File: config.mk
export PLATFORM = sky130hd
export DESIGN_NAME = dsp_frame_feeder_flat
export DESIGN_NICKNAME = d
export VERILOG_FILES = /design/src/rtl/dsp_pkg.sv /design/src/rtl/dsp_frame_feeder_if.sv /design/src/rtl/frame_shreg.sv /design/src/rtl/dsp_frame_feeder.sv /design/src/flat_wrapper.sv
export SDC_FILE = /design/constraint.sdc
export NUM_CORES = 1
export LEC_CHECK = 0
export ABC_AREA = 1
export BUFFER_PORTS_ARGS = -buffer_cell sky130_fd_sc_hd__buf_2
export CORE_AREA = 5 5 135 137
export CTS_CLUSTER_SIZE = 14
export DETAILED_ROUTE_END_ITERATION = 16
export DIE_AREA = 0 0 140 142
export PLACE_DENSITY = 0.62
export SLEW_MARGIN = 10
export SYNTH_ARGS = -nofsm -noshare
export SYNTH_HDL_FRONTEND = slang
export SYNTH_HIERARCHICAL = 1
export SYNTH_SLANG_ARGS = --single-unit
File: constraint.sdc
create_clock -name i_clk -period 1.9 [get_ports i_clk]
set_clock_uncertainty 0.05 [all_clocks]
set_input_delay 0.095 -clock i_clk [delete_from_list [all_inputs] [get_ports i_clk]]
set_output_delay 0.095 -clock i_clk [all_outputs]
set_load 0.02 [all_outputs]
File: src/rtl/dsp_pkg.sv
// Shared types and default sizes for the analysis-DSP producer side.
package dsp_pkg;

    localparam int FFT_DEF      = 8;
    localparam int FFT_ITER_DEF = 3;

    typedef logic signed [15:0] sample_t;

    typedef enum logic [1:0] {
        S_FILL,
        S_START,
        S_WAIT
    } feeder_state_t;

endpackage

File: src/rtl/dsp_frame_feeder_if.sv
// Sample-stream and DSP handshake bundle; master = frame feeder, slave = source/DSP side.
interface dsp_frame_feeder_if #(
    parameter int FFT      = dsp_pkg::FFT_DEF,
    parameter int FFT_iter = dsp_pkg::FFT_ITER_DEF
) ();
    import dsp_pkg::*;

    logic                  i_sample_valid;
    sample_t               i_sample;
    logic                  o_sample_ready;
    sample_t               o_frame [FFT];
    logic                  o_start;
    logic                  i_analy_finish;
    logic [FFT_iter-2:0]   i_argmax;
    logic [FFT_iter-2:0]   o_result;
    logic                  o_result_valid;
    logic [15:0]           o_drop_cnt;

    modport master (
        input  i_sample_valid, i_sample, i_analy_finish, i_argmax,
        output o_sample_ready, o_frame, o_start, o_result, o_result_valid, o_drop_cnt
    );

    modport slave (
        output i_sample_valid, i_sample, i_analy_finish, i_argmax,
        input  o_sample_ready, o_frame, o_start, o_result, o_result_valid, o_drop_cnt
    );

endinterface

File: src/rtl/frame_shreg.sv
// DEPTH-deep sample shift register: entry 0 oldest, DEPTH-1 newest; sync clear wins over shift.
module frame_shreg
    import dsp_pkg::*;
#(
    parameter int DEPTH = FFT_DEF
) (
    input  logic    clk,
    input  logic    clr,
    input  logic    shift,
    input  sample_t din,
    output sample_t q [DEPTH]
);

    sample_t regs_q [DEPTH];
    sample_t regs_d [DEPTH];

    always_comb begin
        regs_d = regs_q;
        if (clr) begin
            for (int k = 0; k < DEPTH; k++) regs_d[k] = '0;
        end else if (shift) begin
            for (int k = 0; k < DEPTH - 1; k++) regs_d[k] = regs_q[k+1];
            regs_d[DEPTH-1] = din;
        end
    end

    always_ff @(posedge clk) begin
        regs_q <= regs_d;
    end

    assign q = regs_q;

endmodule

File: src/rtl/dsp_frame_feeder.sv
// Assembles serial samples into FFT-sample frames, starts the DSP and latches its argmax.
module dsp_frame_feeder
    import dsp_pkg::*;
#(
    parameter int FFT      = FFT_DEF,
    parameter int FFT_iter = FFT_ITER_DEF,
    parameter int HOP      = FFT_DEF
) (
    input  logic                i_clk,
    input  logic                i_rst,
    dsp_frame_feeder_if.master  bus
);

    localparam int CNT_W = $clog2(FFT + 1);
    localparam logic [CNT_W-1:0] CNT_FULL   = CNT_W'(FFT);
    localparam logic [CNT_W-1:0] CNT_RELOAD = CNT_W'(FFT - HOP);

    generate
        if (HOP < 1 || HOP > FFT) begin : g_bad_hop
            $error("dsp_frame_feeder: HOP must lie in 1..FFT");
        end
        if ((1 << FFT_iter) != FFT) begin : g_bad_iter
            $error("dsp_frame_feeder: FFT must equal 2**FFT_iter");
        end
    endgenerate

    function automatic logic [15:0] sat_inc(input logic [15:0] v);
        return (v == 16'hFFFF) ? v : v + 16'd1;
    endfunction

    feeder_state_t       state_q, state_d;
    logic [CNT_W-1:0]    cnt_q, cnt_d;
    logic                start_q, start_d;
    logic [FFT_iter-2:0] result_q, result_d;
    logic                result_valid_q, result_valid_d;
    logic [15:0]         drop_cnt_q, drop_cnt_d;
    logic                ready;
    logic                accept;
    sample_t             frame [FFT];

    // Ready looks only at registers, so the source never sees a combinational loop.
    assign ready  = (cnt_q < CNT_FULL) && (state_q != S_START);
    assign accept = bus.i_sample_valid && ready;

    always_comb begin
        state_d        = state_q;
        cnt_d          = cnt_q + {{(CNT_W-1){1'b0}}, accept};
        result_d       = result_q;
        result_valid_d = 1'b0;
        drop_cnt_d     = (bus.i_sample_valid && !ready) ? sat_inc(drop_cnt_q) : drop_cnt_q;

        unique case (state_q)
            S_FILL: begin
                if (cnt_d == CNT_FULL) state_d = S_START;
            end
            S_START: begin
                cnt_d   = CNT_RELOAD;
                state_d = S_WAIT;
            end
            S_WAIT: begin
                // The DSP holds its own copy of the frame, so refilling overlaps the analysis.
                if (bus.i_analy_finish) begin
                    result_d       = bus.i_argmax;
                    result_valid_d = 1'b1;
                    state_d        = S_FILL;
                end
            end
            default: state_d = S_FILL;
        endcase

        start_d = (state_d == S_START);
    end

    always_ff @(posedge i_clk) begin
        if (i_rst) begin
            state_q        <= S_FILL;
            cnt_q          <= '0;
            start_q        <= 1'b0;
            result_q       <= '0;
            result_valid_q <= 1'b0;
            drop_cnt_q     <= '0;
        end else begin
            state_q        <= state_d;
            cnt_q          <= cnt_d;
            start_q        <= start_d;
            result_q       <= result_d;
            result_valid_q <= result_valid_d;
            drop_cnt_q     <= drop_cnt_d;
        end
    end

    frame_shreg #(
        .DEPTH (FFT)
    ) u_shreg (
        .clk   (i_clk),
        .clr   (i_rst),
        .shift (accept),
        .din   (bus.i_sample),
        .q     (frame)
    );

    assign bus.o_frame        = frame;
    assign bus.o_sample_ready = ready;
    assign bus.o_start        = start_q;
    assign bus.o_result       = result_q;
    assign bus.o_result_valid = result_valid_q;
    assign bus.o_drop_cnt     = drop_cnt_q;

endmodule

File: src/flat_wrapper.sv
// flat-port wrapper written by rule: the top's interface ports become plain ports
module dsp_frame_feeder_flat import dsp_pkg::*;
#(
    parameter int FFT      = FFT_DEF,
    parameter int FFT_iter = FFT_ITER_DEF,
    parameter int HOP      = FFT_DEF
)
  (i_clk, i_rst, bus_i_sample_valid, bus_i_sample, bus_i_analy_finish, bus_i_argmax, bus_o_sample_ready, bus_o_frame, bus_o_start, bus_o_result, bus_o_result_valid, bus_o_drop_cnt);
  dsp_frame_feeder_if #(.FFT(FFT), .FFT_iter(FFT_iter)) bus_i ();
  input  logic i_clk;
  input  logic i_rst;
  input wire logic [$bits(bus_i.i_sample_valid)-1:0] bus_i_sample_valid;
  input wire logic [$bits(bus_i.i_sample)-1:0] bus_i_sample;
  input wire logic [$bits(bus_i.i_analy_finish)-1:0] bus_i_analy_finish;
  input wire logic [$bits(bus_i.i_argmax)-1:0] bus_i_argmax;
  output wire logic [$bits(bus_i.o_sample_ready)-1:0] bus_o_sample_ready;
  output wire logic [$bits(bus_i.o_frame)-1:0] bus_o_frame;
  output wire logic [$bits(bus_i.o_start)-1:0] bus_o_start;
  output wire logic [$bits(bus_i.o_result)-1:0] bus_o_result;
  output wire logic [$bits(bus_i.o_result_valid)-1:0] bus_o_result_valid;
  output wire logic [$bits(bus_i.o_drop_cnt)-1:0] bus_o_drop_cnt;
  assign bus_i.i_sample_valid = bus_i_sample_valid;
  assign bus_i.i_sample = bus_i_sample;
  assign bus_i.i_analy_finish = bus_i_analy_finish;
  assign bus_i.i_argmax = bus_i_argmax;
  assign bus_o_sample_ready = bus_i.o_sample_ready;
  assign bus_o_frame = {>>{bus_i.o_frame}};
  assign bus_o_start = bus_i.o_start;
  assign bus_o_result = bus_i.o_result;
  assign bus_o_result_valid = bus_i.o_result_valid;
  assign bus_o_drop_cnt = bus_i.o_drop_cnt;
  dsp_frame_feeder #(.FFT(FFT), .FFT_iter(FFT_iter), .HOP(HOP)) u_core (.i_clk(i_clk), .i_rst(i_rst), .bus(bus_i));
endmodule
==> impl_metrics.tcl, run 1 <==
set metrics [dict create \
    r2r-end "u_core/u_shreg/q[9]" \
    clk_pin_slew_ns 0.06 \
    grt-ovfl-total 0 \
    netlist_instances 1005 \
    syn_avg_cell_area_um2 6.525 \
    whs_path_depth 5 \
    cts_buffer_depth 2 \
    rsz0062_at_grt "no" \
    ys_ff_latch 154 \
    cts_root_buf "clkbuf_16" \
    peakVddDrop_mv 0.5849 \
    crit_fanout 115 \
    r2r_slack_ns 0.23 \
    area_delta_synth_final_pct 27.69 \
    hold_slack_ns 0.1732 \
    syn-num-nets 1030 \
    first_pass_iters 4 \
    vias_per_cell 4.108 \
    grt_pass1_vias 5313 \
    cts_tree "built" \
    dieArea_mm2 0.01988 \
    mappedNetlistArea_mm2 0.006558 \
    min_from "bus_i_sample_valid" \
    hold_class "input port to flop" \
    finalWirelength_mm 15.60 \
    period_minus_slack_ns 1.668 \
    die_x_um 140 \
    core_area_mm2 0.01694 \
    port_buffers 170 \
    final_area_mm2 0.008373 \
    endpoint_kind "flop" \
    reg2reg_from "u_core/state_q[1]" \
    ff2ff_path_depth 9 \
    rows 48 \
    wire_per_inst_um 10.99 \
    period_share_pct 87.77 \
    relSlewSlack_pct 68.35 \
    vias 5833 \
    grt_usage_pct 15.51 \
    ctsHtreeMaxLevel 4 \
    setup_viol 0 \
    multi_input_area_mm2 0.002655 \
    fmax_mhz 599.7 \
    antenna_left 0 \
    cts_buffers 17 \
    die_y_um 142 \
    slew_viol_final 0 \
    gp_congestion 0.8378 \
    drt-initial-drc-count 280 \
    drc 0 \
    worstPathArrival_ns 1.93 \
    grt_max_degree 116 \
    power-per-cell-area_mw_per_mm2 942.3 \
    start_util_pct 38.72 \
    whs_endpoint "u_core/bus.o_drop_cnt[6]" \
    synth_warnings 6 \
    drive_gt1_share_pct 19.33 \
    pre_cts_slack_ns 0.2600 \
    nNetsFinal 1207 \
    cts_resized 0 \
    cp-start-kind "flop" \
    status "finished clean" \
    hold_viol 0 \
    drv_cap 0 \
    post_dp_cell_area_mm2 0.007580 \
    path_class "flop to flop" \
    tns_ns 0 \
    antenna_found_initial 0 \
    fin_ws_ns 0.2324 \
    detailed_place_hpwl_mm 10.57 \
    required_ns 2.16 \
    worstMarginPinSlew_ns 0.4747 \
    antenna_cells 0 \
    leakagePower_nw 4.421 \
    io_pins 171 \
    clock_sinks 154 \
    fin_util_pct 49.44 \
    grt_pass1_wl_mm 25.74 \
    ys_seq_area_share_pct 47.01 \
    ff_latch_area_mm2 0.003083 \
    synth_cell_types 22 \
    clock_latency_ns 0.41 \
    postCtsSetupRepairBufs 0 \
    fillers 1788 \
]
[per-stage QoR]
stage | instances | power, mW
global placement | 1367 | 4.597
finish | 1420 | 7.890
floorplan | 1005 | 4.291
CTS | 1420 | 8.006
detailed placement | 1367 | 4.609
global route | 1420 | 8.311
[cell families (layout without fill, tap and decap cells)]
kind of cell	Yosys count	count (layout)	share of synthesized area [%]
and+or+nand+nor	627	627	36.81
buffers and inverters	196	386	12.61
DFF	154	154	47.01
AOI/OAI and AO/OA	17	17	1.927
xor gates and xnor gates	8	8	1.069
adders and majority gates	3	3	0.5725
[layout by cell type (no fill, tap or decap), drive strengths merged]
master,instances
clkbuf,23
bufinv,2
dfxtp,154
dlygate4sd3,21
a21oi,12
inv,152
o21ai,5
buf,182
nand4,6
xnor2,3
nor3,2
nand3,12
nand2,312
clkinvlp,5
ha,3
xor2,5
nor2,295
clkinv,1
[power by group]
part | switching [mW] | internal (mW) | leakage [nW]
Combinational | 0.659 | 0.360 | 2.89
Clock | 1.32 | 2.01 | 0.266
Sequential | 0.129 | 3.41 | 1.27
Total | 2.11 | 5.78 | 4.42
[timing repair]
action / CTS / global route
hold buffers: 21 / 0
setup endpoints to repair: 0 / 0
hold endpoints to repair: 20 / 0
[per-layer routing]
metal	vias up	part of all wire [%]	track usage [%]
li1	3253	-	-
met1	2435	50	20.60
met4	0	1.8	4.946
met3	17	8.5	6.418
met5	-	0	0
met2	128	40	23.09
[critical path: stages, from the launching register on]
cell     delay (ns)
dfxtp_1        0.34
inv_1          0.06
nand2_1        0.07
nand2_1        0.11
nor2_4         0.11
buf_4          0.16
buf_12         0.36
nand2_1        0.12
nand2_1        0.08
nor2_1         0.04
[area by class of cell]
cell class,count,area share (%)
timing repair buffer,203,14.35
clock inverter,9,1.375
sequential,154,36.82
clock buffer,23,5.589
multi-input combinational,655,31.71
tap,225,3.362
inverter,151,6.799
[state kept, by name (all words and copies together) (netlist names)]
name / cells
u_core/bus.o_drop_cnt: 16
u_core/bus.o_result: 2
u_core/bus.o_result_valid: 1
u_core/bus.o_start: 1
u_core/cnt_q: 4
u_core/state_q: 2
u_core/u_shreg/q: 128
[worst max path at each step]
stage          depth (start not counted)                   endpoint                startpoint  slack (ns)
2_1_floorplan                          9  u_core/bus.o_drop_cnt[10]  u_core/bus.o_drop_cnt[0]        0.24
3_3_place_gp                           9       u_core/u_shreg/q[68]         u_core/state_q[1]        0.28
3_5_place_dp                           9       u_core/u_shreg/q[77]         u_core/state_q[1]        0.26
4_1_cts                                9       u_core/u_shreg/q[77]         u_core/state_q[1]        0.25
5_1_grt                                8         u_core/bus.o_start         u_core/state_q[0]        0.08
6_report                               9        u_core/u_shreg/q[9]         u_core/state_q[1]        0.23
[synth_stat cells]
library cell    n  area share (%)
nand4_1         6            0.57
o21ai_0         4            0.31
buf_4          12             1.4
nand2_1       310              18
inv_1         150             8.6
nand2_2         2            0.19
nor2_4          2            0.34
buf_1           1           0.057
buf_2          31             2.4
a21oi_2        10             1.3
xnor2_1         3            0.40
nor3_1          2            0.15
ha_1            3            0.57
nor2_1        290              17
dfxtp_1       154              47
buf_6           1            0.17
xor2_1          5            0.67
nand3_1        12            0.92
a21oi_1         2            0.15
nor2_2          3            0.29
o21ai_2         1            0.13
inv_2           1           0.057
Power figures use the tool's default switching activity.
==> run 2, diff against run 1 <==
--- a/config.mk
+++ b/config.mk
@@ -12,6 +12,7 @@
 export DETAILED_ROUTE_END_ITERATION = 16
 export DIE_AREA = 0 0 140 142
 export PLACE_DENSITY = 0.62
+export RECOVER_POWER = 100
 export SLEW_MARGIN = 10
 export SYNTH_ARGS = -nofsm -noshare
 export SYNTH_HDL_FRONTEND = slang
==> run 2 against run 1 <==
  * Fmax decreased by 0.11%
  * Critical path depth unchanged
  * Worst hold slack got worse by 0.0039 ns
  * Flip-flop and latch count unchanged
  * Critical path type unchanged
==> impl_metrics.tcl, run 2 (synthesis gave the netlist of run 1 again) <==
set metrics [dict create \
    nNetsFinal 1207 \
    clock_latency_ns 0.41 \
    port_buffers 170 \
    cp-start-kind "flop" \
    die_y_um 142 \
    cp_cell_sequence "inv_1 > nand2_1 > nand2_1 > nor2_4 > buf_4 > buf_12 > nand2_1 > nand2_1 > nor2_1" \
    crit_fanout 115 \
    endpoint_kind "flop" \
    worstPathArrival_ns 1.93 \
    whs_path_depth 5 \
    core_area_mm2 0.01694 \
    cts_buffer_depth 2 \
    clock_sinks 154 \
    drv_cap 0 \
    finalWirelength_mm 15.67 \
    mostFrequentLayoutCell "nand2_1" \
    grt_max_degree 116 \
    hold_class "input port to flop" \
    cp_top_family "buffers and inverters" \
    peakVddDrop_mv 0.5858 \
    tns_ns 0 \
    grt_pass1_vias 5313 \
    antenna_left 0 \
    area_delta_synth_final_pct 24.52 \
    slew_viol_final 0 \
    rows 48 \
    grt_pass1_wl_mm 25.74 \
    path_class "flop to flop" \
    fmax_mhz 599.0 \
    vias_per_cell 4.108 \
    antenna_found_initial 0 \
    layout_common_cells "nand2_1 (310), nor2_1 (290), clkbuf_1 (154), dfxtp_1 (154), inv_1 (149)" \
    io_pins 171 \
    cts_buffers 17 \
    start_util_pct 38.72 \
    drive_gt1_share_pct 6.360 \
    relSlewSlack_pct 68.32 \
    critPathBufInv 3 \
    drt-initial-drc-count 344 \
    hold_viol 0 \
    path_common_cell "nand2_1" \
    required_ns 2.16 \
    first_pass_iters 6 \
    cts_root_buf "clkbuf_16" \
    status "finished clean" \
    postCtsSetupRepairBufs 0 \
    place_inst 1367 \
    power-per-cell-area_mw_per_mm2 961.9 \
    period_share_pct 87.86 \
    detailed_place_hpwl_mm 10.57 \
    dieArea_mm2 0.01988 \
    final_cells 1420 \
    worstMarginPinSlew_ns 0.4752 \
    setup_viol 0 \
    antenna_cells 0 \
    rsz0062_at_grt "no" \
    gp_congestion 0.8378 \
    ff2ff_path_depth 9 \
    wire_per_inst_um 11.04 \
    cts_tree "built" \
    drc 0 \
    largest_reg_flops 128 \
    clk_pin_slew_ns 0.06 \
    period_minus_slack_ns 1.669 \
    max_stage_delay_ns 0.36 \
    vias 5833 \
    grt_usage_pct 15.51 \
    ctsHtreeMaxLevel 4 \
    grt-ovfl-total 0 \
    die_x_um 140 \
    crit_path_top_delay_cell "buf_12" \
    leakagePower_nw 3.840 \
    crit_cells 9 \
]
run 2: repair_timing:
action / in CTS / in global routing
resized for setup: 0 / 0
hold buffers: 21 / 0
hold endpoints to repair: 20 / 0
run 2: final cells by class:
class                   count  area (um^2)
repair buffers            203         1011
flip-flops and latches    154         3083
inverters                 151        569.3
clock buffers              23        467.9
clock inverters             9        115.1
well taps                 225        281.5
multi-input cells         655         2638
fillers                  1858         8771
run 2: worst paths after layout:
check | to | slack (ns) | start
setup / recovery | u_core/u_shreg/q[9] | 0.23 | u_core/state_q[1]
hold / removal | u_core/bus.o_drop_cnt[6] | 0.17 | bus_i_sample_valid
setup reg to reg | u_core/u_shreg/q[9] | 0.23 | u_core/state_q[1]
hold reg to reg | u_core/u_shreg/q[114] | 0.42 | u_core/u_shreg/q[114]
run 2: per-layer routing:
| metal | wire [um] | GRT usage, % | up-vias |
|---|---|---|---|
| met5 | 0 | 0 | - |
| met4 | 193 | 4.946 | 0 |
| li1 | - | - | 3257 |
| met1 | 7813 | 20.60 | 2436 |
| met3 | 1299 | 6.418 | 14 |
| met2 | 6364 | 23.09 | 126 |
run 2: report_power, final:
| part | switching, mW | internal, mW | leakage [nW] |
|---|---|---|---|
| Combinational | 0.658 | 0.311 | 2.30 |
| Sequential | 0.134 | 3.41 | 1.27 |
| Clock | 1.33 | 2.01 | 0.266 |
| Total | 2.12 | 5.73 | 3.84 |
run 2: tightest hold or removal path, stage by stage:
cell and delay (ns):
buf_2 0.11, nand2_1 0.13, nor2_4 0.12, nand2_1 0.09, a21oi_2 0.04
run 2: metrics by stage:
stage | setup slack, ns | cell area (um^2) | hold slack, ns | util (%) | power [mW]
after global placement | 0.2753 | 7580 | 0.2751 | 44.75 | 4.597
after global routing | 0.04916 | 8165 | 0.1907 | 48.21 | 8.270
after detailed placement | 0.2600 | 7580 | 0.2799 | 44.75 | 4.609
after floorplan | 0.2418 | 6558 | 0.1074 | - | 4.291
final | 0.2306 | 8165 | 0.1693 | 48.21 | 7.855
after CTS | 0.2467 | 8373 | 0.1515 | 49.44 | 8.006
